### config.mk
export PLATFORM = sky130hd
export DESIGN_NAME = core_sequencer
export DESIGN_NICKNAME = d
export VERILOG_FILES = /design/src/rtl/core_sequencer.sv
export SDC_FILE = /design/constraint.sdc
export NUM_CORES = 1
export LEC_CHECK = 0
export BUFFER_PORTS_ARGS = -buffer_cell sky130_fd_sc_hd__buf_2
export CAP_MARGIN = 10
export CORE_ASPECT_RATIO = 1.1
export CORE_MARGIN = 4
export CORE_UTILIZATION = 52
export DETAILED_ROUTE_END_ITERATION = 7
export PLACE_DENSITY_LB_ADDON = 0.08
export SYNTH_ARGS = -nofsm -noshare
export SYNTH_HDL_FRONTEND = slang
export SYNTH_SLANG_ARGS = --single-unit
### constraint.sdc
create_clock -name Clk -period 2.15 [get_ports Clk]
set_clock_uncertainty 0.1 [all_clocks]
set_input_delay 0.215 -clock Clk [delete_from_list [all_inputs] [get_ports Clk]]
set_output_delay 0.215 -clock Clk [all_outputs]
set_load 0.05 [all_outputs]
### src/rtl/core_sequencer.sv
// Multi-cycle sequencer for the 9-bit core: owns the PC, paces ROM fetch,
// stalls on data-memory handshakes, resolves branches via the jump LUT, detects HALT.
module core_sequencer #(
  parameter int unsigned PC_W        = 10,
  parameter logic [1:0]  LOAD_OP     = 2'b10,
  parameter logic [1:0]  STORE_OP    = 2'b11,
  parameter int unsigned MEM_TIMEOUT = 16
) (
  input  logic            Clk,
  input  logic            Reset,
  input  logic            Start,
  input  logic [8:0]      Instruction,
  input  logic            Branch_flag,
  input  logic [PC_W-1:0] Lut_target,
  input  logic            Mem_ready,
  output logic [PC_W-1:0] PC,
  output logic [5:0]      Lut_index,
  output logic            Commit,
  output logic            Mem_req,
  output logic            Done,
  output logic            Error,
  output logic [31:0]     Cycle_count
);

  localparam logic [2:0] S_IDLE     = 3'd0;
  localparam logic [2:0] S_FETCH    = 3'd1;
  localparam logic [2:0] S_EXEC     = 3'd2;
  localparam logic [2:0] S_MEM_WAIT = 3'd3;
  localparam logic [2:0] S_HALT     = 3'd4;

  localparam int unsigned WAIT_W = $clog2(MEM_TIMEOUT + 1);

  logic [2:0]        state;
  logic [2:0]        state_next;
  logic [WAIT_W-1:0] wait_cnt;
  logic              is_halt;
  logic              is_mem;
  logic              taken;
  logic              wait_last;
  logic              restart;
  logic              running;

  assign Lut_index = Instruction[5:0];
  assign is_halt   = (Instruction == 9'h07F);
  assign is_mem    = Instruction[8] &&
                     ((Instruction[7:6] == LOAD_OP) || (Instruction[7:6] == STORE_OP));
  // Unconditional branches ignore the flag; conditional ones need it set.
  assign taken     = !Instruction[8] && Instruction[6] && (!Instruction[7] || Branch_flag);
  assign wait_last = (wait_cnt == WAIT_W'(MEM_TIMEOUT - 1));
  assign restart   = ((state == S_IDLE) || (state == S_HALT)) && Start;
  assign running   = (state == S_FETCH) || (state == S_EXEC) || (state == S_MEM_WAIT);
  assign Done      = (state == S_HALT);

  always_comb begin
    state_next = state;
    Commit     = 1'b0;
    Mem_req    = 1'b0;
    case (state)
      S_IDLE:  if (Start) state_next = S_FETCH;
      S_FETCH: state_next = S_EXEC;
      S_EXEC: begin
        if (is_halt) begin
          state_next = S_HALT;
        end else if (is_mem) begin
          Mem_req = 1'b1;
          if (Mem_ready) begin
            Commit     = 1'b1;
            state_next = S_FETCH;
          end else begin
            state_next = S_MEM_WAIT;
          end
        end else begin
          Commit     = 1'b1;
          state_next = S_FETCH;
        end
      end
      S_MEM_WAIT: begin
        Mem_req = 1'b1;
        if (Mem_ready) begin
          Commit     = 1'b1;
          state_next = S_FETCH;
        end else if (wait_last) begin
          state_next = S_HALT;
        end
      end
      S_HALT:  if (Start) state_next = S_FETCH;
      default: state_next = S_IDLE;
    endcase
  end

  always_ff @(posedge Clk) begin
    if (Reset) begin
      state       <= S_IDLE;
      PC          <= '0;
      Error       <= 1'b0;
      Cycle_count <= '0;
      wait_cnt    <= '0;
    end else begin
      state <= state_next;
      if (restart) begin
        PC          <= '0;
        Cycle_count <= '0;
        Error       <= 1'b0;
      end else begin
        if (running && (Cycle_count != '1))
          Cycle_count <= Cycle_count + 32'd1;
        if (Commit)
          PC <= taken ? Lut_target : PC + PC_W'(1);
      end
      if (state == S_EXEC)
        wait_cnt <= '0;
      else if (state == S_MEM_WAIT)
        wait_cnt <= wait_cnt + WAIT_W'(1);
      if ((state == S_MEM_WAIT) && !Mem_ready && wait_last)
        Error <= 1'b1;
    end
  end

endmodule
# ---- Yosys cells after proc, flatten, opt, wreduce, memory -nomap -nowiden
# Index checks and enable logic that the tools add are counted.
dict set report word_totals {
  ff_bits 51
  inputBits 24
  out_inout_bits 52
  elab_cells 57
}
dict set report classes {
  add_sub_neg 3
  eq_ne 11
  n_mux 17
  n_reduce_logical 21
}
# operator n
set op_table {}
lappend op_table {{32-bit by 1-bit adder with 32-bit output (second input constant)} 1}
lappend op_table {{32-bit inequality test (second input constant)} 1}
lappend op_table {{3-bit two-way mux} 5}
lappend op_table {{3-bit one-hot mux with 4 select lines} 1}
lappend op_table {{10-bit by 1-bit adder with 10-bit output (second input constant)} 1}
lappend op_table {{10-bit two-way mux} 1}
lappend op_table {{9-bit by 7-bit equality test with 1-bit output (second input constant)} 1}
lappend op_table {{1-bit logical AND} 7}
lappend op_table {{1-bit two-way mux} 7}
lappend op_table {{3-bit by 2-bit equality test with 1-bit output (second input constant)} 2}
lappend op_table {{2-bit OR reduction} 3}
lappend op_table {{5-bit by 1-bit adder with 5-bit output (second input constant)} 1}
lappend op_table {{5-bit by 4-bit equality test with 1-bit output (second input constant)} 1}
lappend op_table {{1-bit logical OR} 5}
lappend op_table {{2-bit equality test (second input constant)} 2}
lappend op_table {{1-bit one-hot mux with 2 select lines} 2}
lappend op_table {{3-bit by 1-bit equality test with 1-bit output (second input constant)} 1}
lappend op_table {{3-bit equality test (second input constant)} 1}
lappend op_table {{1-bit logical NOT} 3}
lappend op_table {{3-bit logical NOT} 1}
lappend op_table {{3-bit inequality test (second input constant)} 1}
lappend op_table {{2-bit two-way mux} 1}
lappend op_table {{2-bit by 1-bit inequality test with 1-bit output (second input constant)} 1}
lappend op_table {{2-bit AND reduction} 1}
lappend op_table {{2-bit nonzero test} 1}

# ---- Depth between registers and ports, before layout
# Gate-level depths: netlist of the first run.
dict set report logic_depth {
  depth_word 6
  mapped_depth 7
  mapped_depth_nobuf 7
}

# ---- Worst setup path after synthesis of the first run
# No wires, ideal clock.
dict set report synth_path {
  kind {reg-to-reg}
  start {register Cycle_count[0]}
  end {register Cycle_count[18]}
  setup_time_ps 128
  arrival_time_ps 2179
  t_required_ps 1922
  setup_slack_ps -256
  path_stages_with_launch 8
  path_buffers 1
  period_less_slack_ps 2406
  cell_sequence {dfxtp_1 -> ha_1 -> nand3_1 -> or3_1 -> buf_2 -> nor4b_1 -> xnor2_1 -> nor2_1}
}
dict set report synth_between {
  elab_chain_cells 2
  word_cells_on_any_way 3
  classes_between {1 x add/sub; 1 x eq/ne; 1 x reduce/logical}
}
# element line
set synth_lines {}
lappend synth_lines {{start, declared} 22} ;# output logic [31:0] Cycle_count
lappend synth_lines {{start signal, assigned} 106} ;# Cycle_count <= Cycle_count + 32'd1;
lappend synth_lines {{parallel branches: the longest is 2 deep, another holds 32-bit by 1-bit adder with 32-bit output} n/a}
# Parallel ways; which one is timed is not known.
# A chain may end at the register's enable or synchronous reset.

# ---- Worst setup path after layout of the first run
# Same ends and word-level chain as after synthesis.

==> results by group, run 1 <==
Die
  • Die area: 0.00659 mm2
  • Die Wd: roughly 78 um
  • Core Area: slightly above 0.005 mm2
  • Starting Density: 0.546
  • Num rows: 27
  • Die Ht: about 85 um
  • I/O pin count: 76

Clocking
  • Worst skew pair latency: around 0.3 ns
  • Htree depth: 2
  • CTS Buf Count: 5
  • Hold buffers post-CTS: 0
  • Clock sink count: 51
  • Reg clk slew, reported paths: about 0.09 ns
  • CTS Buffer Depth: 2
  • CTS tree: done
  • CTS Root Cell: clkbuf_8

Worst setup path
  • Kind of end point of the critical path: flip-flop
  • Stages on worst setup path: 6
  • Reg2reg path depth: 6
  • Crit Path Max Fanout: 10
  • Critical path's slowest cell: or3_1
  • Req. time, crit path: about 2.2 ns
  • Crit-path max cell delay: around 0.52 ns
  • WP buf/inv: 0
  • WP data arrival: 2.12 ns
  • Critical path class: reg2reg
  • Crit path max-delay family: simple AND/OR/NAND/NOR gates
  • Worst path cell trace: ha_1 > nand3_1 > or3_1 > nor4b_1 > xnor2_1 > nor2_1
  • Crit path launch type: flip-flop

Power and ir drop
  • Leak pwr: 1.39 nW
  • Peak VDD IR: between 0.0003 and 0.0004 V
  • PwrDens: between 500 and 600 mW/mm2
  • PnR Total Power: 1.87 mW

Yosys
  • Cell Area, Synth: roughly 0.0028 mm2
  • Post-synth EDFFs: 0
  • Sequential area share after synthesis: 0.367
  • Largest family of logic cells by synthesized area: simple AND/OR/NAND/NOR gates
  • Post-synthesis simple-gate area fraction: 0.295
  • Cells after Synth: 342
  • Mux share of post-synthesis cell area: 0.00360
  • FF+latch count, synth: 51
  • Ys flop type: dfxtp_1
  • Xor and xnor area share after synthesis: 0.0661
  • Syn Nets: between 300 and 400
  • Post-synth ARST share: 0
  • Synth cell types: 53
  • Yosys warnings: 0
  • Post-Syn Area per Cell: 8.14 um2
  • Post-synthesis compound-gate area fraction: 0.199
  • Post-synthesis adder-cell area fraction: 0.0180

GRT
  • Largest net degree at the start of global routing: 24
  • First-pass GRT wire length: about 12 mm
  • GRT overflow: 0
  • Global routing usage on met1: 0.271
  • Initial antenna violation count: 0
  • Busiest layer in global routing: met2
  • Global-route usage over all layers: 0.219
  • Vias in the first global route: between 2000 and 3000
  • Met2 usage: 0.371
  • Met3 usage: 0.0515

Worst hold path
  • Hold path depth: 3
  • Hold Path Class: in2reg

Place
  • DPL Wire Length: ~5 mm
  • Port-buffer cells: 75
  • Place WS: around 0.12 ns
  • Final GP Congestion: 0.851

Routing
  • Routed Antenna Nets: 0
  • DR iter-0 viols: about 110
  • Routed WL: roughly 7 mm
  • Vias: about 2800
  • Residual DRC count: 0
  • DR WL/cell: 14.1 um
  • Initial DRT Pass Iterations: 4
  • Avg Vias per Cell: about 5.6

Final layout
  • Commonest non-fill, non-tap cells in the layout: buf_2 (74), nor2_1 (47), dfxtp_1 (28), a21oi_1 (28), nand2_1 (26)
  • Area growth syn-to-layout: 24.9%
  • Nets: ~450
  • Ant. Diodes: 0
  • Share of layout cells above drive strength 1: 0.322
  • Commonest non-fill, non-tap cell in the layout: buf_2

Outcome
  • Outcome: completed

STA
  • Total negative slack: 0 ns
  • Min Clock Period, post-route: 2.03 ns
  • Relative slew slack: 0.569
  • Final WS setup: roughly 0.12 ns
  • Final Max Slew Viols: 0
  • Max Clock Freq: roughly 490 MHz
  • Worst Max-Slew Pin Slew: approximately 0.64 ns
  • Final hold violation count: 0
  • RSZ-0062 raised after global routing: false
  • Final period utilization: 0.944
  • # setup viols final: 0

Job
  • Max Cap Viol: 0
power by group:
group / switching (mW) / total (mW) / internal, mW
Sequential: 0.00968 / 0.962 / 0.952
Combinational: 0.141 / 0.214 / 0.0736
Clock: 0.318 / 0.695 / 0.377
worst reg2reg max path, cell delays in order (launching register included):
cell and delay, ns:
dfxtp_2 0.33, ha_1 0.18, nand3_1 0.14, or3_1 0.52, nor4b_1 0.42, xnor2_1 0.18, nor2_1 0.06
state kept, by name, summed over array words and instances (netlist names):
signal and count:
Cycle_count 32, Error 1, PC 10, state 3, wait_cnt 5
logic make-up after synthesis:
kind of cell / count (synthesis)
compound gates: 81
flops: 51
buf+inv: 30
xor+xnor: 21
mux: 1
fa+ha+maj: 4
simple gates: 154
final timing paths:
| kind | slack (ns) | to | startpoint |
|---|---|---|---|
| setup / recovery | 0.12 | Cycle_count[18] | Cycle_count[0] |
| hold / removal | 0.06 | PC[0] | Lut_target[0] |
| setup reg to reg | 0.12 | Cycle_count[18] | Cycle_count[0] |
| hold reg to reg | 0.37 | wait_cnt[4] | wait_cnt[4] |
synthesized netlist by cell type, drive strengths merged (2+ instances only):
cell type	count	area share
nand2	26	0.035
ha	4	0.018
a21o	4	0.011
dfxtp	51	0.37
nand3b	3	0.0081
or3	9	0.020
nand2b	3	0.0067
xnor2	19	0.060
nor2	47	0.063
nor2b	2	0.0045
nor3	9	0.016
clkbuf	10	0.013
a21oi	28	0.050
o31ai	3	0.0081
a2111oi	5	0.022
and4	5	0.016
nor4	5	0.016
nand3	20	0.036
o21ai	12	0.022
o211ai	3	0.0081
a41oi	2	0.0063
buf	11	0.027
nor3b	2	0.0054
a31oi	4	0.0090
and3	4	0.0090
nand4	12	0.031
a211oi	7	0.019
xor2	2	0.0063
inv	9	0.012
a41o	2	0.0072
nand4b	3	0.0094
metrics by stage:
stage	hold slack [ns]	instance area [um2]	cells	util
finish	0.0593	3480	498	0.681
global route	0.0641	3480	498	0.681
CTS	0.0553	3460	497	0.679
detailed placement	0.352	3340	488	0.654
global placement	0.335	3340	488	0.654
floorplan	0.252	2820	342	-
layer usage:
metal	wire length (um)	vias up
li1	-	1419
met1	3210	1282
met2	3270	77
met3	433	10
met4	94	0
met5	0	-
final cells by class:
cell class | instances | area [um2]
fill | 442 | 1630
timing repair buffer | 97 | 556
clock inverter | 2 | 35.0
sequential | 51 | 1050
inverter | 9 | 33.8
clock buffer | 6 | 82.6
multi-input combinational | 261 | 1630
tap | 72 | 90.1
repair_timing:
item                       CTS  global route
setup buffers                1             1
setup endpoints to repair    1             3
gates resized for setup      1             3
pin swaps                    1             1
No activity file was read; power rests on OpenSTA's default activity.
==> inputs of run 2 (changes only) <==
--- a/config.mk
+++ b/config.mk
@@ -10,6 +10,7 @@
 export CORE_ASPECT_RATIO = 1.1
 export CORE_MARGIN = 4
 export CORE_UTILIZATION = 52
+export CTS_BUF_LIST = sky130_fd_sc_hd__clkbuf_16
 export DETAILED_ROUTE_END_ITERATION = 7
 export PLACE_DENSITY_LB_ADDON = 0.08
 export SYNTH_ARGS = -nofsm -noshare
==> run 2 against run 1 <==
First-iteration DRC count is 33% higher. Combinational power hardly changed. Sequential cell count stayed put. Global-route usage is 0.067 points lower. Fmax is 0.18% lower. Via count is 0.43% higher. Register-to-register slack hardly changed. Die area stayed put. Wire length is 0.14% lower. Hold slack better by 0.021 ns. Cell area is 1.6% higher. Cell count is 0.20% higher.
==> results by group, run 2 (synthesized netlist as in run 1, its figures left out) <==
Die
  • I/O pin count: 76
  • Core Area: a little over 0.005 mm2
  • Starting Density: 0.546
  • Die Wd: slightly below 80 um
  • Die area: 0.00659 mm2
  • Die Ht: ~85 um
  • Num rows: 27

Worst setup path
  • Req. time, crit path: 1.84 ns
  • Crit path launch type: flip-flop
  • Reg2reg setup slack: between 0.1 and 0.15 ns
  • WP data arrival: between 1.5 and 2 ns
  • Critical path class: reg2out
  • Kind of end point of the critical path: primary output
  • Worst path cell trace: nand4b_1 > or3_1 > o211ai_1 > inv_2 > buf_4
  • Crit Path Max Fanout: 8
  • Crit-path max cell delay: 0.41 ns
  • Critical path's slowest cell: or3_1

Final layout
  • Share of layout cells above drive strength 1: 0.321
  • Commonest non-fill, non-tap cells in the layout: buf_2 (74), nor2_1 (47), dfxtp_1 (29)
  • Max FFs per register: 32
  • Nets: 454
  • Most flops, register: Cycle_count
  • Commonest non-fill, non-tap cell in the layout: buf_2
  • Largest regs: Cycle_count: 32 flops, PC: 10 flops, wait_cnt: 5 flops
  • Ant. Diodes: 0
  • Final Core Density: 0.692
  • Area growth syn-to-layout: 26.9%
  • Non-Filler Instances: approximately 500

GRT
  • GRT overflow: 0
  • Vias in the first global route: 2659
  • Largest net degree at the start of global routing: 24
  • Global-route usage over all layers: 0.218
  • Initial antenna violation count: 0
  • First-pass GRT wire length: 12.0 mm

Routing
  • Routed Antenna Nets: 0
  • DR iter-0 viols: 140
  • Met3 wire len: 445 um
  • Initial DRT Pass Iterations: 4
  • Wire length on met2: 3.26 mm
  • Vias: 2800
  • Avg Vias per Cell: 5.61
  • Routed WL: 6.99 mm
  • Met1 Wirelength: around 3.2 mm
  • Top routing layer in use: met4
  • DR WL/cell: 14.0 um
  • Residual DRC count: 0

Clocking
  • CTS Root Cell: clkbuf_16
  • Clock sink count: 51
  • Reg clk slew, reported paths: about 0.070 ns
  • Worst skew pair latency: around 0.29 ns
  • CTS tree: done
  • CTS Buf Count: 5
  • CTS Buffer Depth: 2
  • Hold buffers post-CTS: 0
  • Htree depth: 2

STA
  • Hold Slack: 0.0798 ns
  • Worst Max-Slew Pin Slew: between 0.6 and 0.7 ns
  • # setup viols final: 0
  • Final period utilization: 0.946
  • Max Clock Freq: around 490 MHz
  • Min Clock Period, post-route: a little over 2 ns
  • RSZ-0062 raised after global routing: false
  • Relative slew slack: 0.546
  • Final Max Slew Viols: 0
  • Final hold violation count: 0

Place
  • Final GP Congestion: 0.851
  • Port-buffer cells: between 70 and 80
  • DPL Wire Length: roughly 5.2 mm
  • Placed insts: between 400 and 500

Power and ir drop
  • PwrDens: 583 mW/mm2
  • PnR Total Power: about 2.1 mW
  • Leak pwr: roughly 1.4 nW
  • Peak VDD IR: 0.000488 V

Worst hold path
  • Hold Path Class: in2reg

Outcome
  • Outcome: completed

Job
  • Max Cap Viol: 0
==> run 2: final timing paths <==
kind,from,endpoint,cells past startpoint
max,state[0],Commit,5
min,Lut_target[0],PC[0],3
max reg2reg,Cycle_count[10],Cycle_count[19],5
min reg2reg,wait_cnt[4],wait_cnt[4],2
==> run 2: cell type report <==
class,count,area (um2)
multi-input combinational,261,1630
fill,431,1570
sequential,51,1050
inverter,9,33.8
tap,72,90.1
timing repair buffer,98,563
clock inverter,3,38.8
clock buffer,5,125
==> run 2: per-stage QoR <==
| step | instance area [um2] | TNS, ns | worst slack, ns |
|---|---|---|---|
| 2_1_floorplan | 2820 | -0.0551 | -0.0322 |
| 3_3_place_gp | 3340 | 0 | 0.194 |
| 3_5_place_dp | 3340 | 0 | 0.122 |
| 4_1_cts | 3510 | 0 | 0.0480 |
| 5_1_grt | 3530 | 0 | 0.000804 |
| 6_report | 3530 | 0 | 0.117 |
==> run 2: timing repair <==
item | CTS | global route
setup buffers | 1 | 2
pin swaps | 1 | 1
gates resized for setup | 1 | 1
endpoints found under the setup margin | 1 | 2
==> run 2: critical path, delay by kind of cell, from the launching register on <==
kind	cells	cell delay, ns
DFF	1	0.38
AOI/OAI and AO/OA	1	0.18
buffers and inverters	2	0.27
and+or+nand+nor	2	0.60
==> run 2: where the power goes <==
part	internal (mW)	leakage, nW	switching (mW)	total (mW)
logic	0.0747	0.912	0.141	0.216
clock network	0.543	0.0812	0.339	0.882
registers	0.952	0.423	0.00952	0.962
total	1.57	1.42	0.489	2.06
==> run 2: per-layer routing <==
layer	up-vias	global-route usage
met1	1284	0.271
met3	10	0.0536
met2	87	0.371
met4	0	0.0680
li1	1419	-
met5	-	0
